### config.mk
export PLATFORM = sky130hd
export DESIGN_NAME = apb_requester
export DESIGN_NICKNAME = d
export VERILOG_FILES = /design/src/rtl/apb_requester.sv
export SDC_FILE = /design/constraint.sdc
export NUM_CORES = 1
export LEC_CHECK = 0
export BUFFER_PORTS_ARGS = -buffer_cell sky130_fd_sc_hd__buf_2
export CORE_MARGIN = 2
export CORE_UTILIZATION = 28
export DETAILED_ROUTE_END_ITERATION = 16
export GPL_TIMING_DRIVEN = 0
export PLACE_DENSITY_LB_ADDON = 0.3
export SLEW_MARGIN = 25
export SYNTH_ARGS = -nofsm -noshare
export SYNTH_HDL_FRONTEND = slang
export SYNTH_SLANG_ARGS = --single-unit
export TNS_END_PERCENT = 30
### constraint.sdc
create_clock -name clk_i -period 3.8 [get_ports clk_i]
set_input_delay 0.38 -clock clk_i [delete_from_list [all_inputs] [get_ports clk_i]]
set_output_delay 0.38 -clock clk_i [all_outputs]
set_load 0.05 [all_outputs]
### src/rtl/apb_requester.sv
// APB3 initiator: turns a valid/ready command into one SETUP/ACCESS transfer,
// with wait-state support, PSLVERR reporting and a programmable stall timeout.
module apb_requester #(
  parameter int unsigned ADDR_W         = 6,
  parameter int unsigned DATA_W         = 32,
  parameter int unsigned TIMEOUT_CYCLES = 256
) (
  input  logic              clk_i,
  input  logic              reset_i,
  input  logic              cmd_valid_i,
  output logic              cmd_ready_o,
  input  logic              cmd_write_i,
  input  logic [ADDR_W-1:0] cmd_addr_i,
  input  logic [DATA_W-1:0] cmd_wdata_i,
  output logic              rsp_valid_o,
  output logic [DATA_W-1:0] rsp_rdata_o,
  output logic              rsp_err_o,
  output logic              rsp_timeout_o,
  output logic              apb_psel_o,
  output logic              apb_penable_o,
  output logic              apb_pwrite_o,
  output logic [ADDR_W-1:0] apb_paddr_o,
  output logic [DATA_W-1:0] apb_pwdata_o,
  input  logic [DATA_W-1:0] apb_prdata_i,
  input  logic              apb_pready_i,
  input  logic              apb_pslverr_i
);

  localparam int unsigned CNT_W      = (TIMEOUT_CYCLES > 1) ? $clog2(TIMEOUT_CYCLES + 1) : 1;
  localparam bit          TIMEOUT_EN = (TIMEOUT_CYCLES != 0);
  localparam int unsigned LAST_INT   = TIMEOUT_EN ? (TIMEOUT_CYCLES - 1) : 0;
  localparam logic [CNT_W-1:0] CNT_LAST = CNT_W'(LAST_INT);
  localparam logic [CNT_W-1:0] CNT_MAX  = {CNT_W{1'b1}};

  typedef enum logic [1:0] {
    IDLE   = 2'd0,
    SETUP  = 2'd1,
    ACCESS = 2'd2
  } state_t;

  state_t              state, state_nxt;
  logic [CNT_W-1:0]    cnt, cnt_nxt;
  logic                cmd_ready, cmd_ready_nxt;
  logic                psel, psel_nxt;
  logic                penable, penable_nxt;
  logic                pwrite, pwrite_nxt;
  logic [ADDR_W-1:0]   paddr, paddr_nxt;
  logic [DATA_W-1:0]   pwdata, pwdata_nxt;
  logic                rsp_valid, rsp_valid_nxt;
  logic [DATA_W-1:0]   rsp_rdata, rsp_rdata_nxt;
  logic                rsp_err, rsp_err_nxt;
  logic                rsp_timeout, rsp_timeout_nxt;

  // Next-state and next-output logic; every output register is loaded from here.
  always_comb begin
    state_nxt       = state;
    cnt_nxt         = cnt;
    cmd_ready_nxt   = cmd_ready;
    psel_nxt        = psel;
    penable_nxt     = penable;
    pwrite_nxt      = pwrite;
    paddr_nxt       = paddr;
    pwdata_nxt      = pwdata;
    rsp_valid_nxt   = 1'b0;
    rsp_rdata_nxt   = rsp_rdata;
    rsp_err_nxt     = rsp_err;
    rsp_timeout_nxt = rsp_timeout;

    case (state)
      IDLE: begin
        if (cmd_valid_i) begin
          state_nxt     = SETUP;
          cmd_ready_nxt = 1'b0;
          psel_nxt      = 1'b1;
          pwrite_nxt    = cmd_write_i;
          paddr_nxt     = cmd_addr_i;
          pwdata_nxt    = cmd_wdata_i;
        end else begin
          cmd_ready_nxt = 1'b1;
        end
      end
      SETUP: begin
        state_nxt   = ACCESS;
        penable_nxt = 1'b1;
        cnt_nxt     = '0;
      end
      ACCESS: begin
        // PREADY wins over a timeout that falls in the same cycle.
        if (apb_pready_i) begin
          state_nxt       = IDLE;
          cmd_ready_nxt   = 1'b1;
          psel_nxt        = 1'b0;
          penable_nxt     = 1'b0;
          rsp_valid_nxt   = 1'b1;
          rsp_err_nxt     = apb_pslverr_i;
          rsp_timeout_nxt = 1'b0;
          rsp_rdata_nxt   = (!pwrite && !apb_pslverr_i) ? apb_prdata_i : '0;
        end else if (TIMEOUT_EN && (cnt == CNT_LAST)) begin
          state_nxt       = IDLE;
          cmd_ready_nxt   = 1'b1;
          psel_nxt        = 1'b0;
          penable_nxt     = 1'b0;
          rsp_valid_nxt   = 1'b1;
          rsp_err_nxt     = 1'b1;
          rsp_timeout_nxt = 1'b1;
          rsp_rdata_nxt   = '0;
        end else if (cnt != CNT_MAX) begin
          cnt_nxt = cnt + 1'b1;
        end else begin
          cnt_nxt = cnt;
        end
      end
      default: begin
        state_nxt     = IDLE;
        cmd_ready_nxt = 1'b1;
        psel_nxt      = 1'b0;
        penable_nxt   = 1'b0;
      end
    endcase
  end

  // State, counter and output registers with synchronous reset.
  always_ff @(posedge clk_i) begin
    if (reset_i) begin
      state       <= IDLE;
      cnt         <= '0;
      cmd_ready   <= 1'b1;
      psel        <= 1'b0;
      penable     <= 1'b0;
      pwrite      <= 1'b0;
      paddr       <= '0;
      pwdata      <= '0;
      rsp_valid   <= 1'b0;
      rsp_rdata   <= '0;
      rsp_err     <= 1'b0;
      rsp_timeout <= 1'b0;
    end else begin
      state       <= state_nxt;
      cnt         <= cnt_nxt;
      cmd_ready   <= cmd_ready_nxt;
      psel        <= psel_nxt;
      penable     <= penable_nxt;
      pwrite      <= pwrite_nxt;
      paddr       <= paddr_nxt;
      pwdata      <= pwdata_nxt;
      rsp_valid   <= rsp_valid_nxt;
      rsp_rdata   <= rsp_rdata_nxt;
      rsp_err     <= rsp_err_nxt;
      rsp_timeout <= rsp_timeout_nxt;
    end
  end

  assign cmd_ready_o   = cmd_ready;
  assign apb_psel_o    = psel;
  assign apb_penable_o = penable;
  assign apb_pwrite_o  = pwrite;
  assign apb_paddr_o   = paddr;
  assign apb_pwdata_o  = pwdata;
  assign rsp_valid_o   = rsp_valid;
  assign rsp_rdata_o   = rsp_rdata;
  assign rsp_err_o     = rsp_err;
  assign rsp_timeout_o = rsp_timeout;

endmodule

==> flow_metrics.py <==
metrics = {
    "layout": {
        "final_cells": 675,
        "nets": 603,
        "syn_to_final_growth_pct": 37.3,
        "drive_gt1_share_pct": 33.0,
        "fin_util_pct": 39.3,
        "fillers": 1272,
        "fin_area_sq_mm": 0.00472,
        "antenna_cells": 0,
    },
    "floorplan": {
        "die_h_um": 115,
        "ioPinCount": 153,
        "core_sq_mm": 0.0120,
        "dieWidth_um": 115,
        "initial_core_util_pct": 28.6,
        "fp-row-count": 40,
        "die_area_sq_mm": 0.0132,
    },
    "setup_path": {
        "rr_endpoint": "cnt[7]$_SDFFE_PP0P_",
        "cp_max_fo": 8,
        "cpPeakStageDelay_ns": 0.47,
        "endpoint": "cnt[7]$_SDFFE_PP0P_",
        "startpoint": "cnt[0]$_SDFFE_PP0P_",
        "cp_num_buf_inv": 1,
        "critPathRequiredTime_ns": 4.03,
        "slowest_stage": "or4b_1",
        "reg2reg_depth": 8,
        "r2r_slack_ns": 1.62,
        "crit_path_end_kind": "flip-flop",
        "path_cells": "ha_1 -> nand3_1 -> nor2_1 -> ha_1 -> or4b_1 -> buf_2 -> o31a_1 -> o21ba_1",
        "timing.rr.start": "cnt[0]$_SDFFE_PP0P_",
        "path_delay_family": "simple AND/OR/NAND/NOR gates",
        "startpoint_type": "flip-flop",
        "cp.arrival_ns": 2.41,
        "path_common_cell": "ha_1",
        "path_class": "flip-flop to flip-flop",
        "cp.depth": 8,
    },
    "power": {
        "p_switching_mw": 0.611,
        "swShare_pct": 26.2,
        "ir_drop_mv": 0.194,
        "combPwrFrac_pct": 14.4,
        "pwr-share-clk_pct": 43.7,
        "leakagePower_nw": 2.11,
        "power_mw": 2.33,
        "cellPowerDensity_mw_per_mm2": 494,
        "p_int_mw": 1.72,
        "seqPwrFrac_pct": 41.9,
    },
    "synthesis": {
        "synthAdderAreaFrac_pct": 1.09,
        "ys.flop_type": "dfxtp_1",
        "synth-simple-area-share_pct": 17.2,
        "synthCells": 362,
        "synthMuxAreaShare_pct": 11.9,
        "yosysSeqAreaShare_pct": 51.2,
        "synthArstFlopShare_pct": 0,
        "synth_top_family_by_area": "simple AND/OR/NAND/NOR gates",
        "yosys_warnings": 0,
        "yosys_register_bits": 88,
        "synth_cell_types": 33,
        "synth_xor_area_share_pct": 0,
        "synth_compound_area_share_pct": 14.2,
        "synthesis.area_sq_mm": 0.00344,
        "synthesis.nets": 441,
        "syn_area_per_cell_sq_um": 9.50,
        "synth-edff-count": 0,
    },
    "clocking": {
        "cts-resized-gates": 0,
        "cts.sinks": 88,
        "insertion_delay_ns": 0.33,
        "cts_buffer_depth": 2,
        "cts_tree": "done",
        "cts-root-buf": "clkbuf_16",
        "ctsHoldBuffers": 0,
        "clkTransAtPathRegs_ns": 0.06,
        "post_cts.repair.setup_buffers": 0,
        "htreeDepth": 3,
        "cts_buffers": 9,
    },
    "global_routing": {
        "grt_antenna_before_repair": 0,
        "grt_max_degree": 15,
        "grt-ovfl-total": 0,
        "track_usage_pct": 13.9,
        "grt_pass1_vias": 3191,
        "grt_pass1_wl_mm": 14.7,
    },
    "sta": {
        "fmax_ghz": 0.458,
        "worst_hold_slack_ns": 0.274,
        "slew_headroom_pct": 68.9,
        "rsz0062_at_grt": "false",
        "finalSetupTns_ns": 0,
        "hold_violations": 0,
        "finClkSkew_ns": 0.00465,
        "period_share_pct": 57.4,
        "finalSetupViolations": 0,
        "min_period_ns": 2.18,
        "setup_slack_ns": 1.62,
        "tightestPinTransition_ns": 0.467,
        "slew_violations": 0,
    },
    "place": {
        "place_congestion": 0.771,
        "dpl_cell_area_sq_mm": 0.00438,
        "place_hpwl_mm": 6.87,
        "portBuffers": 151,
        "dpl_worst_slack_ns": 1.62,
        "placed_cells": 660,
    },
    "route": {
        "ant_nets": 0,
        "via_per_inst": 4.69,
        "drt_iter0_drc": 126,
        "wirelength_mm": 9.13,
        "drc": 0,
        "drt-pass1-iter-count": 4,
        "vias": 3168,
        "wire_per_inst_um": 13.5,
    },
    "run_status": {
        "outcome": "complete, no violations",
    },
    "run": {
        "drv_cap": 0,
    },
    "worst_hold_path": {
        "hold_path.class": "input port to flip-flop",
        "min_from": "cmd_wdata_i[6]",
    },
}
[power groups by stage]
stage,Clock [mW],Combinational (mW),Sequential [mW]
after floorplan,0,0.114,1.12
after CTS,1.04,0.341,0.979
after detailed placement,0,0.341,0.999
after global placement,0,0.336,0.998
after global routing,1.09,0.361,0.983
final,1.02,0.336,0.979
[flip-flops by register name, indices dropped and copies added (netlist names)]
signal and count:
apb_pwdata_o 32, rsp_rdata_o 32, cnt 9, apb_paddr_o 6, state 2, apb_penable_o 1
apb_psel_o 1, apb_pwrite_o 1, cmd_ready_o 1, rsp_err_o 1, rsp_timeout_o 1, rsp_valid_o 1
[placed cells by master, fill, tap and decap left out, types with 3 or more instances in the layout]
master,synthesis,layout
ha_1,3,3
or3_1,3,3
bufinv_16,0,3
nor4_1,4,4
clkbuf_1,26,26
a21oi_1,41,41
nor2_1,44,44
buf_2,5,156
dfxtp_1,88,88
inv_1,4,4
clkbuf_16,0,9
nand2_1,3,3
nand3_1,5,5
o21ai_0,35,35
mux2i_1,41,41
nand3b_1,34,34
[Yosys cell counts (2+ instances only)]
| master | n | share of area (%) |
|---|---|---|
| a211oi_1 | 2 | 0.44 |
| a21oi_1 | 41 | 6.0 |
| buf_2 | 5 | 0.73 |
| clkbuf_1 | 26 | 2.8 |
| dfxtp_1 | 88 | 51 |
| ha_1 | 3 | 1.1 |
| inv_1 | 4 | 0.44 |
| mux2i_1 | 41 | 12 |
| nand2_1 | 3 | 0.33 |
| nand3_1 | 5 | 0.73 |
| nand3b_1 | 34 | 7.4 |
| nor2_1 | 44 | 4.8 |
| nor3_1 | 2 | 0.29 |
| nor4_1 | 4 | 0.73 |
| o211ai_1 | 2 | 0.44 |
| o21a_1 | 2 | 0.44 |
| o21ai_0 | 35 | 5.1 |
| o21ba_1 | 2 | 0.58 |
| o31a_1 | 2 | 0.51 |
| o31ai_1 | 2 | 0.44 |
| or3_1 | 3 | 0.55 |
[per-layer routing]
layer	up-vias	part of all wire, %	GRT usage (%)
met5	-	0	0
met2	84	49	23.4
li1	1590	-	-
met3	16	5.4	4.16
met4	0	2.3	5.54
met1	1478	43	16.6
[kinds of logic after synthesis]
| group | count (synthesis) |
|---|---|
| AND/OR/NAND/NOR | 105 |
| AO/OA/AOI/OAI | 89 |
| flip-flops | 88 |
| multiplexers | 41 |
| buffers and inverters | 36 |
| adder cells (fa/ha/maj) | 3 |
[worst register-to-register path, delay by kind of cell (launching register included)]
kind | cells | cell delay, ns
flops | 1 | 0.34
buf+inv | 1 | 0.18
simple gates | 3 | 0.62
compound gates | 2 | 0.46
fa+ha+maj | 2 | 0.48
[how the worst min path moves through the flow]
stage / to / slack, ns / depth (start not counted)
after floorplan: cnt[6]$_SDFFE_PP0P_ / 0.45 / 2
after detailed placement: rsp_err_o$_SDFFE_PP0P_ / 0.46 / 1
after global placement: rsp_err_o$_SDFFE_PP0P_ / 0.44 / 1
final: apb_pwdata_o[6]$_SDFFE_PP0P_ / 0.27 / 3
after CTS: apb_pwdata_o[7]$_SDFFE_PP0P_ / 0.27 / 3
after global routing: apb_paddr_o[4]$_SDFFE_PP0P_ / 0.28 / 3
[layout make-up]
type | instances | area [sq um] | area share, %
plain buffers | 32 | 134 | 2.84
repair buffers | 151 | 756 | 16.0
inverters | 4 | 15.0 | 0.318
clock buffers | 10 | 239 | 5.06
flip-flops and latches | 88 | 1760 | 37.3
multi-input cells | 238 | 1530 | 32.4
clock inverters | 5 | 105 | 2.23
well taps | 147 | 184 | 3.90
Power figures use the tool's default switching activity.
